<file path="src/rtl/rf_writeback_arbiter_pkg.sv">
// Shared constants for the register-file writeback arbiter.
// Geometry, the x0 index and the requester slot numbers.
package rf_writeback_arbiter_pkg;

    localparam int RF_AW = 5;
    localparam int RF_DW = 32;
    localparam int RF_N  = 3;

    localparam int NREG = 2 ** RF_AW;

    localparam logic [RF_AW-1:0] X0_ADDR = '0;

    localparam int REQ_ALU = 0;
    localparam int REQ_LSU = 1;
    localparam int REQ_CSR = 2;

endpackage

</file>
<file path="src/rtl/rr_arbiter.sv">
// N-way round-robin arbiter with registered priority pointer.
// The grant is combinational from req_i and never depends on a ready.
module rr_arbiter #(
    parameter int N = 3,
    localparam int PW = (N > 1) ? $clog2(N) : 1
) (
    input  logic          clk,
    input  logic          rst,
    input  logic [N-1:0]  req_i,
    output logic [N-1:0]  gnt_o,
    output logic [PW-1:0] gnt_idx_o,
    output logic          gnt_any_o
);

    logic [PW-1:0] ptr_q;
    logic [PW-1:0] ptr_d;
    int            cand;

    // First requester at or after the pointer, wrapping at N-1.
    always_comb begin
        gnt_o     = '0;
        gnt_idx_o = '0;
        gnt_any_o = 1'b0;
        cand      = 0;
        for (int k = 0; k < N; k++) begin
            cand = int'(ptr_q) + k;
            if (cand >= N) begin
                cand = cand - N;
            end
            if (!gnt_any_o && req_i[cand]) begin
                gnt_any_o   = 1'b1;
                gnt_o[cand] = 1'b1;
                gnt_idx_o   = PW'(cand);
            end
        end
    end

    // Winner moves to lowest priority; pointer holds when idle.
    always_comb begin
        ptr_d = ptr_q;
        if (gnt_any_o) begin
            if (gnt_idx_o == PW'(N - 1)) begin
                ptr_d = '0;
            end else begin
                ptr_d = gnt_idx_o + 1'b1;
            end
        end
    end

    // Pointer register.
    always_ff @(posedge clk or posedge rst) begin
        if (rst) begin
            ptr_q <= '0;
        end else begin
            ptr_q <= ptr_d;
        end
    end

endmodule

</file>
<file path="src/rtl/rf_writeback_arbiter.sv">
// Shares the register-file write port among writeback units
// and tracks pending destination registers for decode hazards.
module rf_writeback_arbiter
    import rf_writeback_arbiter_pkg::*;
#(
    parameter int N  = RF_N,
    parameter int AW = RF_AW,
    parameter int DW = RF_DW
) (
    input  logic              clk,
    input  logic              rst,
    input  logic [N-1:0]      req_valid,
    output logic [N-1:0]      req_ready,
    input  logic [N*AW-1:0]   req_waddr,
    input  logic [N*DW-1:0]   req_wdata,
    output logic              rf_wen,
    output logic [AW-1:0]     rf_waddr,
    output logic [DW-1:0]     rf_wdata,
    input  logic              rsv_valid,
    input  logic [AW-1:0]     rsv_addr,
    output logic              rsv_ok,
    input  logic [AW-1:0]     chk_addr1,
    input  logic [AW-1:0]     chk_addr2,
    output logic              hazard1,
    output logic              hazard2,
    output logic [2**AW-1:0]  busy_vec
);

    localparam int NR = 2 ** AW;
    localparam int PW = (N > 1) ? $clog2(N) : 1;

    logic [N-1:0]  gnt;
    logic [PW-1:0] gnt_idx;
    logic          hs;
    logic [NR-1:0] busy_q;
    logic [NR-1:0] busy_d;

    rr_arbiter #(
        .N (N)
    ) u_arb (
        .clk       (clk),
        .rst       (rst),
        .req_i     (req_valid),
        .gnt_o     (gnt),
        .gnt_idx_o (gnt_idx),
        .gnt_any_o (hs)
    );

    assign req_ready = gnt;

    // Steer the granted requester onto the write port; x0 never writes.
    always_comb begin
        rf_waddr = '0;
        rf_wdata = '0;
        for (int i = 0; i < N; i++) begin
            if (gnt[i]) begin
                rf_waddr = req_waddr[i*AW +: AW];
                rf_wdata = req_wdata[i*DW +: DW];
            end
        end
        rf_wen = hs && (rf_waddr != AW'(0));
    end

    assign rsv_ok = (rsv_addr == AW'(0)) || !busy_q[rsv_addr];

    // Clear on writeback first, then set on reservation, so a
    // same-cycle reserve of the written register stays pending.
    always_comb begin
        busy_d = busy_q;
        if (hs && rf_waddr != AW'(0)) begin
            busy_d[rf_waddr] = 1'b0;
        end
        if (rsv_valid && rsv_ok && rsv_addr != AW'(0)) begin
            busy_d[rsv_addr] = 1'b1;
        end
        busy_d[0] = 1'b0;
    end

    // Scoreboard register.
    always_ff @(posedge clk or posedge rst) begin
        if (rst) begin
            busy_q <= '0;
        end else begin
            busy_q <= busy_d;
        end
    end

    assign hazard1  = busy_q[chk_addr1];
    assign hazard2  = busy_q[chk_addr2];
    assign busy_vec = busy_q;

    logic unused_idx;
    assign unused_idx = ^gnt_idx;

endmodule

</file>
<file path="config.mk">
export PLATFORM = sky130hd
export DESIGN_NAME = rf_writeback_arbiter
export DESIGN_NICKNAME = d
export VERILOG_FILES = /design/src/rtl/rf_writeback_arbiter_pkg.sv /design/src/rtl/rr_arbiter.sv /design/src/rtl/rf_writeback_arbiter.sv
export SDC_FILE = /design/constraint.sdc
export NUM_CORES = 1
export LEC_CHECK = 0
export ABC_AREA = 1
export BUFFER_PORTS_ARGS = -buffer_cell sky130_fd_sc_hd__buf_2
export CAP_MARGIN = 0
export CORE_MARGIN = 1.5
export CORE_UTILIZATION = 25
export CTS_BUF_LIST = sky130_fd_sc_hd__clkbuf_8 sky130_fd_sc_hd__clkbuf_16
export CTS_CLUSTER_DIAMETER = 120
export DETAILED_ROUTE_END_ITERATION = 7
export GPL_ROUTABILITY_DRIVEN = 0
export PLACE_DENSITY = 0.58
export SLEW_MARGIN = 20
export SYNTH_ARGS = -nofsm -noshare
export SYNTH_HDL_FRONTEND = slang
export SYNTH_SLANG_ARGS = --single-unit
</file>
<file path="constraint.sdc">
create_clock -name clk -period 5 [get_ports clk]
set_clock_uncertainty 0.15 [all_clocks]
set_input_delay 0.75 -clock clk [delete_from_list [all_inputs] [get_ports clk]]
set_output_delay 0.75 -clock clk [all_outputs]
set_load 0.05 [all_outputs]
</file>
==> run_results.csv, run 1 <==
group,metric,value,unit
floorplanning,coreArea,0.01399,sq mm
synthesis,synth_warnings,0,
global_routing,groute.usage.overall,0.2016,
flow_run,cap_viol_max_count,0,
worst_setup_path,crit_slowest_cell,"sky130_fd_sc_hd__ha_1",
global_routing,number_of_global_route_vias_before_repair,4546,
detailed_routing,final_antenna_net_count,0,
synthesis,post_synth_fa_ha_maj_area_fraction,0.01384,
synthesis,synthMuxAreaShare,0,
timing,pins_over_their_slew_limit,0,
clocking,clock_sink_count,33,
global_routing,antenna_found_initial,3,
final_layout,layout-drive-gt1-share,0.3104,
floorplanning,die_w,123.3,um
timing,grt_setup_unrepaired,"no",
detailed_routing,route.detailed.wl_per_inst,16.04,um
worst_setup_path,critical_path.max_fanout,43,
final_layout,area_growth_syn_to_layout,35.88,%
worst_setup_path,r2r_start,"u_arb.ptr_q[0]",
timing,max_slew_margin,0.5296,
worst_setup_path,worst-endpoint-required,4.10,ns
timing,worst_slack,0.6054,ns
clocking,postCtsSetupBuffers,0,
worst_setup_path,critical_path.most_common_cell,"sky130_fd_sc_hd__inv_2",
final_layout,finish.cell_count_without_fillers,981,
global_routing,grt_start_max_net_pins,44,
worst_setup_path,endpoint_kind,"output port",
synthesis,synth.largest_area_cell,"sky130_fd_sc_hd__dfrtp_1",
detailed_routing,avgViaCountPerCell,5.127,
timing,worstMarginPinSlew,0.7002,ns
detailed_routing,drt_iter0_markers,327,
synthesis,synth.yosys.seq_area_share,0.2284,
worst_setup_path,worstSetupStartpoint,"u_arb.ptr_q[0]",
worst_setup_path,crit_path_cell_trace,"inv_1 -> ha_1 -> inv_2 -> nand2_1 -> nand3_2 -> nand2_4 -> nand3_1 -> nand2_1 -> inv_2 -> nand2_4 -> inv_2 -> or2_0 -> nand2_2 -> nand2_2 -> clkinv_2 -> nand3_1 -> buf_2",
timing,finalHoldViolCount,0,
detailed_routing,drt-total-wl,15730,um
synthesis,synthesis.area_per_instance,5.899,sq um
floorplanning,fp.dieArea,0.01519,sq mm
final_layout,fillerInstances,1585,
global_routing,grt_remaining_overflow,0,
synthesis,synth.most_common_cell,"sky130_fd_sc_hd__nand2_1",
hold_path,hold_start,"busy_vec[22]",
synthesis,synth_enable_flop_cells,0,
synthesis,synthDistinctLibCells,39,
worst_setup_path,worst_setup_path_start_kind,"flop",
run_status,run_status,"finished, final reports clean",
clocking,cts-root-buf,"sky130_fd_sc_hd__clkbuf_16",
place,place.port_buffers,206,
detailed_routing,route.detailed.drc,0,
synthesis,yosys-top-cells-count,"136 x sky130_fd_sc_hd__nand2_1, 106 x sky130_fd_sc_hd__nand3_1, 80 x sky130_fd_sc_hd__a21oi_1",
worst_setup_path,crit_arrival,3.49,ns
clocking,htree_num_levels,2,
timing,layout_worst_path_cycle_share,0.8789,
clocking,cts_resized,0,
clocking,numCtsBuffers,5,
synthesis,yosys.area.top_type_share,0.2284,
synthesis,yosys.area_share.xor_xnor,0,
synthesis,yosys.area_share.simple,0.4142,
clocking,cts_tree,"built",
floorplanning,placementRows,43,
synthesis,ys_seq_elements,33,
clocking,clock_insertion_delay_worst_skew,0.27,ns
place,place_worst_setup_slack,0.8815,ns
synthesis,mappedNetlistNets,749,
synthesis,mappedNetlistArea,0.003616,sq mm
floorplanning,ios,208,
synthesis,synth_area_leaders,"sky130_fd_sc_hd__dfrtp_1 23%, sky130_fd_sc_hd__nand3_1 15%, sky130_fd_sc_hd__nand2_1 14%",
floorplanning,die_h,123.3,um
synthesis,largest_family_of_logic_cells_by_synthesized_area,"simple AND/OR/NAND/NOR gates",
final_layout,finalNetCount,934,
worst_setup_path,largest_stage_delay_on_the_critical_path,0.48,ns
synthesis,synthArstFlopShare,1.000,
floorplanning,initial_utilization,0.2585,
timing,totalNegativeSetupSlack,0,ns
detailed_routing,drt_first_pass_iters,5,
clocking,cts.reportedPaths.clkPinSlew,0.05,ns
worst_setup_path,timing.setup.critical_path_class,"flop to output port",
place,detailedPlacementHpwl,12370,um
clocking,cts-hold-fix-buffers,0,
worst_setup_path,critical_path_buf_inv_count,6,
synthesis,synth_flop_cell,"sky130_fd_sc_hd__dfrtp_1",
place,place.detailed.instances,971,
hold_path,holdCritPathClass,"flop to flop",
global_routing,grt_first_pass_wirelength,24030,um
timing,finalWorstPathRequiredPeriod,4.395,ns
timing,clock.fmax,227.5,MHz
synthesis,post_synth_inst_count,613,
synthesis,synth-compound-area-share,0.2505,
clocking,cts_buffer_depth,2,
worst_setup_path,top_cell_family_by_delay_on_the_critical_path,"simple AND/OR/NAND/NOR gates",
timing,final-setup-viol-count,0,
detailed_routing,vias,5030,
## through the flow
stage            util  hold WS, ns  cell area [sq um]
6_report       0.3513       0.3882               4913
5_1_grt        0.3513       0.4221               4913
4_1_cts        0.3509       0.3993               4908
3_5_place_dp   0.3396       0.3750               4751
3_3_place_gp   0.3396       0.3692               4751
2_1_floorplan       -       0.4144               3616
## metal layers
layer / vias up / global-route usage / part of all wire / routed length [um]
met2: 240 / 0.3507 / 0.48 / 7591
li1: 2471 / - / - / -
met3: 22 / 0.03321 / 0.083 / 1305
met1: 2297 / 0.2565 / 0.41 / 6458
met5: - / 0 / 0 / 0
met4: 0 / 0.05747 / 0.024 / 378
## worst reg2reg max path, delay by kind of cell, from the launching register on
family,cells,cell delay (ns)
adder cells (fa/ha/maj),1,0.48
buffers and inverters,3,0.76
flip-flops,1,0.37
AND/OR/NAND/NOR,12,1.68
## registers in the layout (all words and copies together) (netlist names)
signal	cells
u_arb.ptr_q	2
busy_vec	31
## final cells by class
class                   instances  area, sq um  share of cell area
diodes                          2        5.005            0.001019
clock buffers                   7        152.6             0.03107
clock inverters                 1        5.005            0.001019
inverters                      42        158.9             0.03234
multi-input cells             503         2457              0.5001
flip-flops and latches         33        825.8              0.1681
well taps                     180        225.2             0.04584
repair buffers                213         1084              0.2205
## placed cells by master, fill, tap and decap left out, types with 8 or more instances in the layout
cell type / instances
sky130_fd_sc_hd__nor2_1: 63
sky130_fd_sc_hd__dfrtp_1: 33
sky130_fd_sc_hd__o21ai_1: 9
sky130_fd_sc_hd__a21oi_1: 80
sky130_fd_sc_hd__buf_2: 206
sky130_fd_sc_hd__nand3_1: 106
sky130_fd_sc_hd__inv_2: 8
sky130_fd_sc_hd__a22oi_1: 12
sky130_fd_sc_hd__o21ai_0: 34
sky130_fd_sc_hd__nand2_1: 136
sky130_fd_sc_hd__inv_1: 32
sky130_fd_sc_hd__nor3_1: 9
## path summary, 6_finish.rpt
path / to / slack (ns) / depth (start not counted)
worst min register to register: busy_vec[22] / 0.39 / 2
min in group asynchronous: busy_vec[3] / 0.42 / 3
worst max register to register: busy_vec[12] / 1.45 / 16
worst max-delay path: rf_wen / 0.61 / 17
max in group asynchronous: busy_vec[7] / 3.96 / 3
worst min-delay path: busy_vec[22] / 0.39 / 2
## cell families after synthesis
| family | Yosys count |
|---|---|
| simple gates | 337 |
| compound gates | 161 |
| buf+inv | 77 |
| flops | 33 |
| fa+ha+maj | 4 |
| other cells | 1 |
Power of run 1 is not shown: default switching activity piles up to over one toggle a cycle in this logic, so the estimate is an artifact.
==> run 2, diff against run 1 <==
--- a/config.mk
+++ b/config.mk
@@ -10,11 +10,9 @@
 export CAP_MARGIN = 0
 export CORE_MARGIN = 1.5
 export CORE_UTILIZATION = 25
-export CTS_BUF_LIST = sky130_fd_sc_hd__clkbuf_8 sky130_fd_sc_hd__clkbuf_16
 export CTS_CLUSTER_DIAMETER = 120
 export DETAILED_ROUTE_END_ITERATION = 7
 export GPL_ROUTABILITY_DRIVEN = 0
-export PLACE_DENSITY = 0.58
 export SLEW_MARGIN = 20
 export SYNTH_ARGS = -nofsm -noshare
 export SYNTH_HDL_FRONTEND = slang
==> run_results.csv, run 2 (synthesis results as in run 1) <==
group,metric,value,unit
timing,layout_worst_path_cycle_share,0.8865,
final_layout,finalNetCount,934,
timing,worstMarginPinSlew,0.7641,ns
floorplanning,die_w,123.3,um
timing,finalHoldViolCount,0,
final_layout,area_growth_syn_to_layout,36.23,%
final_layout,layout-drive-gt1-share,0.3091,
worst_setup_path,crit_arrival,3.53,ns
global_routing,groute.usage.overall,0.2042,
timing,totalNegativeSetupSlack,0,ns
floorplanning,coreArea,0.01399,sq mm
detailed_routing,route.detailed.wl_per_inst,15.90,um
clocking,htree_num_levels,2,
worst_setup_path,timing.setup.critical_path_class,"flop to output port",
clocking,cts_buffer_depth,2,
floorplanning,fp.dieArea,0.01519,sq mm
worst_setup_path,worst_setup_path_start_kind,"flop",
run_status,run_status,"finished, final reports clean",
place,place.port_buffers,206,
worst_setup_path,rr_worst_depth,16,
detailed_routing,route.detailed.drc,0,
detailed_routing,drt_first_pass_iters,5,
timing,clock.fmax,225.6,MHz
clocking,cts.reportedPaths.clkPinSlew,0.05,ns
final_layout,multi_input_combinational_cell_area,0.002457,sq mm
timing,finalWorstPathRequiredPeriod,4.432,ns
clocking,postCtsSetupBuffers,0,
timing,pins_over_their_slew_limit,0,
timing,final-setup-viol-count,0,
place,detailedPlacementHpwl,12060,um
hold_path,timing.hold.worst_path_depth,2,
timing,max_slew_margin,0.4888,
detailed_routing,drt_iter0_markers,339,
floorplanning,initial_utilization,0.2585,
final_layout,fillerInstances,1591,
worst_setup_path,endpoint_kind,"output port",
floorplanning,die_h,123.3,um
floorplanning,ios,208,
global_routing,number_of_global_route_vias_before_repair,4599,
hold_path,holdCritPathClass,"flop to flop",
clocking,numCtsBuffers,5,
final_layout,layout_commonest_cell,"sky130_fd_sc_hd__buf_2",
worst_setup_path,worst-endpoint-required,4.10,ns
clocking,cts_resized,0,
detailed_routing,avgViaCountPerCell,5.133,
detailed_routing,vias,5030,
timing,grt_setup_unrepaired,"no",
flow_run,cap_viol_max_count,0,
global_routing,grt_remaining_overflow,0,
clocking,cts-root-buf,"sky130_fd_sc_hd__clkbuf_16",
final_layout,regArea,825.8,sq um
global_routing,grt_start_max_net_pins,44,
global_routing,antenna_found_initial,1,
global_routing,grt_first_pass_wirelength,24520,um
clocking,clock_sink_count,33,
clocking,clock_insertion_delay_worst_skew,0.28,ns
detailed_routing,drt-total-wl,15580,um
floorplanning,placementRows,43,
final_layout,largest_register_ffs,31,
final_layout,mostFrequentLayoutCells,"206 x sky130_fd_sc_hd__buf_2, 136 x sky130_fd_sc_hd__nand2_1, 106 x sky130_fd_sc_hd__nand3_1",
detailed_routing,final_antenna_net_count,0,
clocking,cts_tree,"built",
clocking,cts-hold-fix-buffers,0,
worst_setup_path,critical_path.max_fanout,43,
run 2: path summary, 6_finish.rpt:
path	start	endpoint	slack (ns)
max in group asynchronous	rst	busy_vec[5]	3.97
worst min register to register	busy_vec[22]	busy_vec[22]	0.40
worst max-delay path	u_arb.ptr_q[0]	rf_wen	0.57
worst max register to register	u_arb.ptr_q[0]	busy_vec[12]	1.45
worst min-delay path	busy_vec[22]	busy_vec[22]	0.40
min in group asynchronous	rst	busy_vec[2]	0.41
run 2: critical path, cell delays in order, from the launching register on:
cell and delay (ns):
sky130_fd_sc_hd__dfrtp_1 0.37, sky130_fd_sc_hd__inv_1 0.09, sky130_fd_sc_hd__ha_1 0.48, sky130_fd_sc_hd__nand2_1 0.14, sky130_fd_sc_hd__nand3_2 0.12, sky130_fd_sc_hd__nand2_4 0.07, sky130_fd_sc_hd__nor2_4 0.11, sky130_fd_sc_hd__nand3_2 0.11
sky130_fd_sc_hd__nand2_4 0.39, sky130_fd_sc_hd__inv_2 0.39, sky130_fd_sc_hd__or2_0 0.33, sky130_fd_sc_hd__nand2_2 0.13, sky130_fd_sc_hd__nand2_2 0.09, sky130_fd_sc_hd__clkinv_2 0.09, sky130_fd_sc_hd__nand3_1 0.10, sky130_fd_sc_hd__buf_2 0.24
run 2: final cells by class:
cell class / instances / share of cell area
Multi-Input combinational cell: 503 / 0.4989
Sequential cell: 33 / 0.1676
Timing Repair Buffer: 213 / 0.2200
Antenna cell: 1 / 0.0005080
Inverter: 42 / 0.03226
Clock buffer: 7 / 0.02896
Tap cell: 180 / 0.04572
Clock inverter: 1 / 0.006096
run 2: metal layers:
layer / vias up / wire length, um / global-route usage
li1: 2476 / - / -
met2: 257 / 7547 / 0.3465
met1: 2273 / 6418 / 0.2682
met3: 24 / 1220 / 0.02906
met4: 0 / 393 / 0.06250
met5: - / 0 / 0
run 2: per-stage QoR:
step | std cells | hold WS, ns | worst slack, ns | instance area, sq um | utilization
after floorplan | 613 | 0.4144 | 1.003 | 3616 | -
after global placement | 971 | 0.3727 | 0.9261 | 4751 | 0.3396
after detailed placement | 971 | 0.3971 | 0.8579 | 4751 | 0.3396
after CTS | 979 | 0.4114 | 0.5553 | 4923 | 0.3520
after global routing | 980 | 0.4335 | 0.2420 | 4926 | 0.3521
final | 980 | 0.4045 | 0.5676 | 4926 | 0.3521
Power of run 2 is left out for the same reason.
==> run 3, diff against run 2 <==
==> constraint.sdc (replaced) <==
create_clock -name clk -period 3.9 [get_ports clk]
set_clock_uncertainty 0.15 [all_clocks]
set_input_delay 0.585 -clock clk [delete_from_list [all_inputs] [get_ports clk]]
set_output_delay 0.585 -clock clk [all_outputs]
set_load 0.05 [all_outputs]
==> run_results.csv, run 3 (synthesis results as in run 1) <==
group,metric,value,unit
floorplanning,die_w,123.3,um
timing,max_slew_margin,0.5451,
floorplanning,ios,208,
timing,totalNegativeSetupSlack,0,ns
final_layout,area_growth_syn_to_layout,38.48,%
detailed_routing,final_antenna_net_count,0,
worst_setup_path,worst-endpoint-required,3.16,ns
timing,clock.fmax,275.2,MHz
detailed_routing,route.detailed.drc,0,
place,detailedPlacementHpwl,12090,um
flow_run,cap_viol_max_count,0,
timing,finalWorstPathRequiredPeriod,3.633,ns
clocking,clock_sink_count,33,
worst_setup_path,crit_arrival,2.90,ns
detailed_routing,drt_iter0_markers,249,
place,place.port_buffers,206,
clocking,cts-root-buf,"sky130_fd_sc_hd__clkbuf_16",
worst_setup_path,critical_path_buf_inv_count,5,
global_routing,groute.usage.overall,0.1978,
detailed_routing,drt-total-wl,15340,um
worst_setup_path,endpoint_kind,"output port",
run_status,run_status,"finished, final reports clean",
timing,finalHoldViolCount,0,
detailed_routing,routedLengthMet1,6447,um
detailed_routing,met3_length,1202,um
detailed_routing,avgViaCountPerCell,5.139,
final_layout,largest_register_ffs,31,
hold_path,holdCritPathClass,"input port to asynchronous set/reset pin",
global_routing,grt_start_max_net_pins,35,
final_layout,layout-drive-gt1-share,0.3172,
clocking,htree_num_levels,2,
timing,worstMarginPinSlew,0.6771,ns
final_layout,layout_commonest_cell,"sky130_fd_sc_hd__buf_2",
clocking,cts_tree,"built",
place,post_dp_cell_area,0.004816,sq mm
worst_setup_path,critical_path.max_fanout,22,
detailed_routing,highest_layer_used_for_signal_routing,"met4",
global_routing,number_of_global_route_vias_before_repair,4535,
worst_setup_path,crit_path_cell_trace,"inv_1 -> ha_2 -> inv_2 -> nand2_1 -> nand3_2 -> nand2_4 -> nor2_4 -> nand3_2 -> nand2_4 -> inv_4 -> or2_0 -> nand2_2 -> nand2_2 -> clkinv_2 -> nand3_1 -> clkbuf_4",
global_routing,grt_remaining_overflow,0,
global_routing,grt_first_pass_wirelength,23790,um
clocking,clock_insertion_delay_worst_skew,0.28,ns
final_layout,finalNetCount,939,
final_layout,antenna_cells_inserted,0,
floorplanning,initial_utilization,0.2585,
floorplanning,fp.dieArea,0.01519,sq mm
timing,worst_slack,0.2666,ns
floorplanning,coreArea,0.01399,sq mm
timing,grt_setup_unrepaired,"no",
global_routing,antenna_found_initial,0,
clocking,cts.reportedPaths.clkPinSlew,0.05,ns
timing,layout_worst_path_cycle_share,0.9316,
detailed_routing,route.detailed.wl_per_inst,15.59,um
place,place_worst_setup_slack,0.3130,ns
worst_setup_path,worst_setup_path_start_kind,"flop",
clocking,cts-hold-fix-buffers,0,
worst_setup_path,timing.setup.critical_path_class,"flop to output port",
detailed_routing,vias,5057,
timing,final-setup-viol-count,0,
floorplanning,die_h,123.3,um
final_layout,mostFrequentLayoutCells,"203 x sky130_fd_sc_hd__buf_2, 134 x sky130_fd_sc_hd__nand2_1, 106 x sky130_fd_sc_hd__nand3_1",
worst_setup_path,crit_slowest_cell,"sky130_fd_sc_hd__dfrtp_1",
clocking,numCtsBuffers,5,
detailed_routing,drt_first_pass_iters,5,
worst_setup_path,largest_stage_delay_on_the_critical_path,0.40,ns
clocking,cts_buffer_depth,2,
floorplanning,placementRows,43,
timing,pins_over_their_slew_limit,0,
final_layout,final_cell_area,0.005007,sq mm
worst_setup_path,top_cell_family_by_delay_on_the_critical_path,"simple AND/OR/NAND/NOR gates",
detailed_routing,met2_wirelength,7434,um
## run 3: what timing repair did
action / in CTS / in global routing
setup endpoints to repair: 0 / 25
gates resized for setup: 0 / 8
buffers inserted: 0 / 0
## run 3: per-layer routing
metal	vias to the layer above	global-route usage
met5	-	0
met4	0	0.04454
met3	14	0.02860
met2	242	0.3448
met1	2315	0.2583
li1	2486	-
## run 3: worst reg2reg max path, stage by stage (launching register included)
cell and delay [ns]:
sky130_fd_sc_hd__dfrtp_1 0.40, sky130_fd_sc_hd__inv_1 0.11, sky130_fd_sc_hd__ha_2 0.34, sky130_fd_sc_hd__inv_2 0.08, sky130_fd_sc_hd__nand2_1 0.08, sky130_fd_sc_hd__inv_1 0.06
sky130_fd_sc_hd__nor2_1 0.04, sky130_fd_sc_hd__nand3_1 0.09, sky130_fd_sc_hd__nand2_1 0.07, sky130_fd_sc_hd__inv_1 0.06, sky130_fd_sc_hd__nand2_2 0.13, sky130_fd_sc_hd__inv_2 0.15
sky130_fd_sc_hd__buf_4 0.35, sky130_fd_sc_hd__nand3_1 0.11, sky130_fd_sc_hd__nand2_1 0.09, sky130_fd_sc_hd__nand2_1 0.13, sky130_fd_sc_hd__nor2_2 0.33, sky130_fd_sc_hd__nand3_1 0.19
sky130_fd_sc_hd__nand2_1 0.09, sky130_fd_sc_hd__nand2_1 0.05
## run 3: path summary, 6_finish.rpt
path / start / to / slack, ns / cells past startpoint
setup reg to reg: u_arb.ptr_q[0] / busy_vec[12] / 0.69 / 19
hold reg to reg: busy_vec[22] / busy_vec[22] / 0.38 / 2
hold / removal: rst / busy_vec[25] / 0.25 / 3
max in group asynchronous: rst / busy_vec[20] / 3.03 / 3
min in group clk: busy_vec[22] / busy_vec[22] / 0.38 / 2
setup / recovery: u_arb.ptr_q[0] / rf_wen / 0.27 / 16
## run 3: cell type report
class / instances / area, sq um
clock buffer: 7 / 142.6
clock inverter: 1 / 30.03
fill: 1585 / 8981
inverter: 42 / 161.4
multi-input combinational: 503 / 2465
sequential: 33 / 825.8
tap: 180 / 225.2
timing repair buffer: 218 / 1157
## run 3: per-stage QoR
stage	util	cells	hold slack [ns]
5_1_grt	0.3580	984	0.3170
6_report	0.3580	984	0.2500
3_5_place_dp	0.3443	976	0.3860
3_3_place_gp	0.3443	976	0.3771
4_1_cts	0.3566	984	0.2696
2_1_floorplan	-	613	0.4144
Power of run 3 is left out for the same reason.
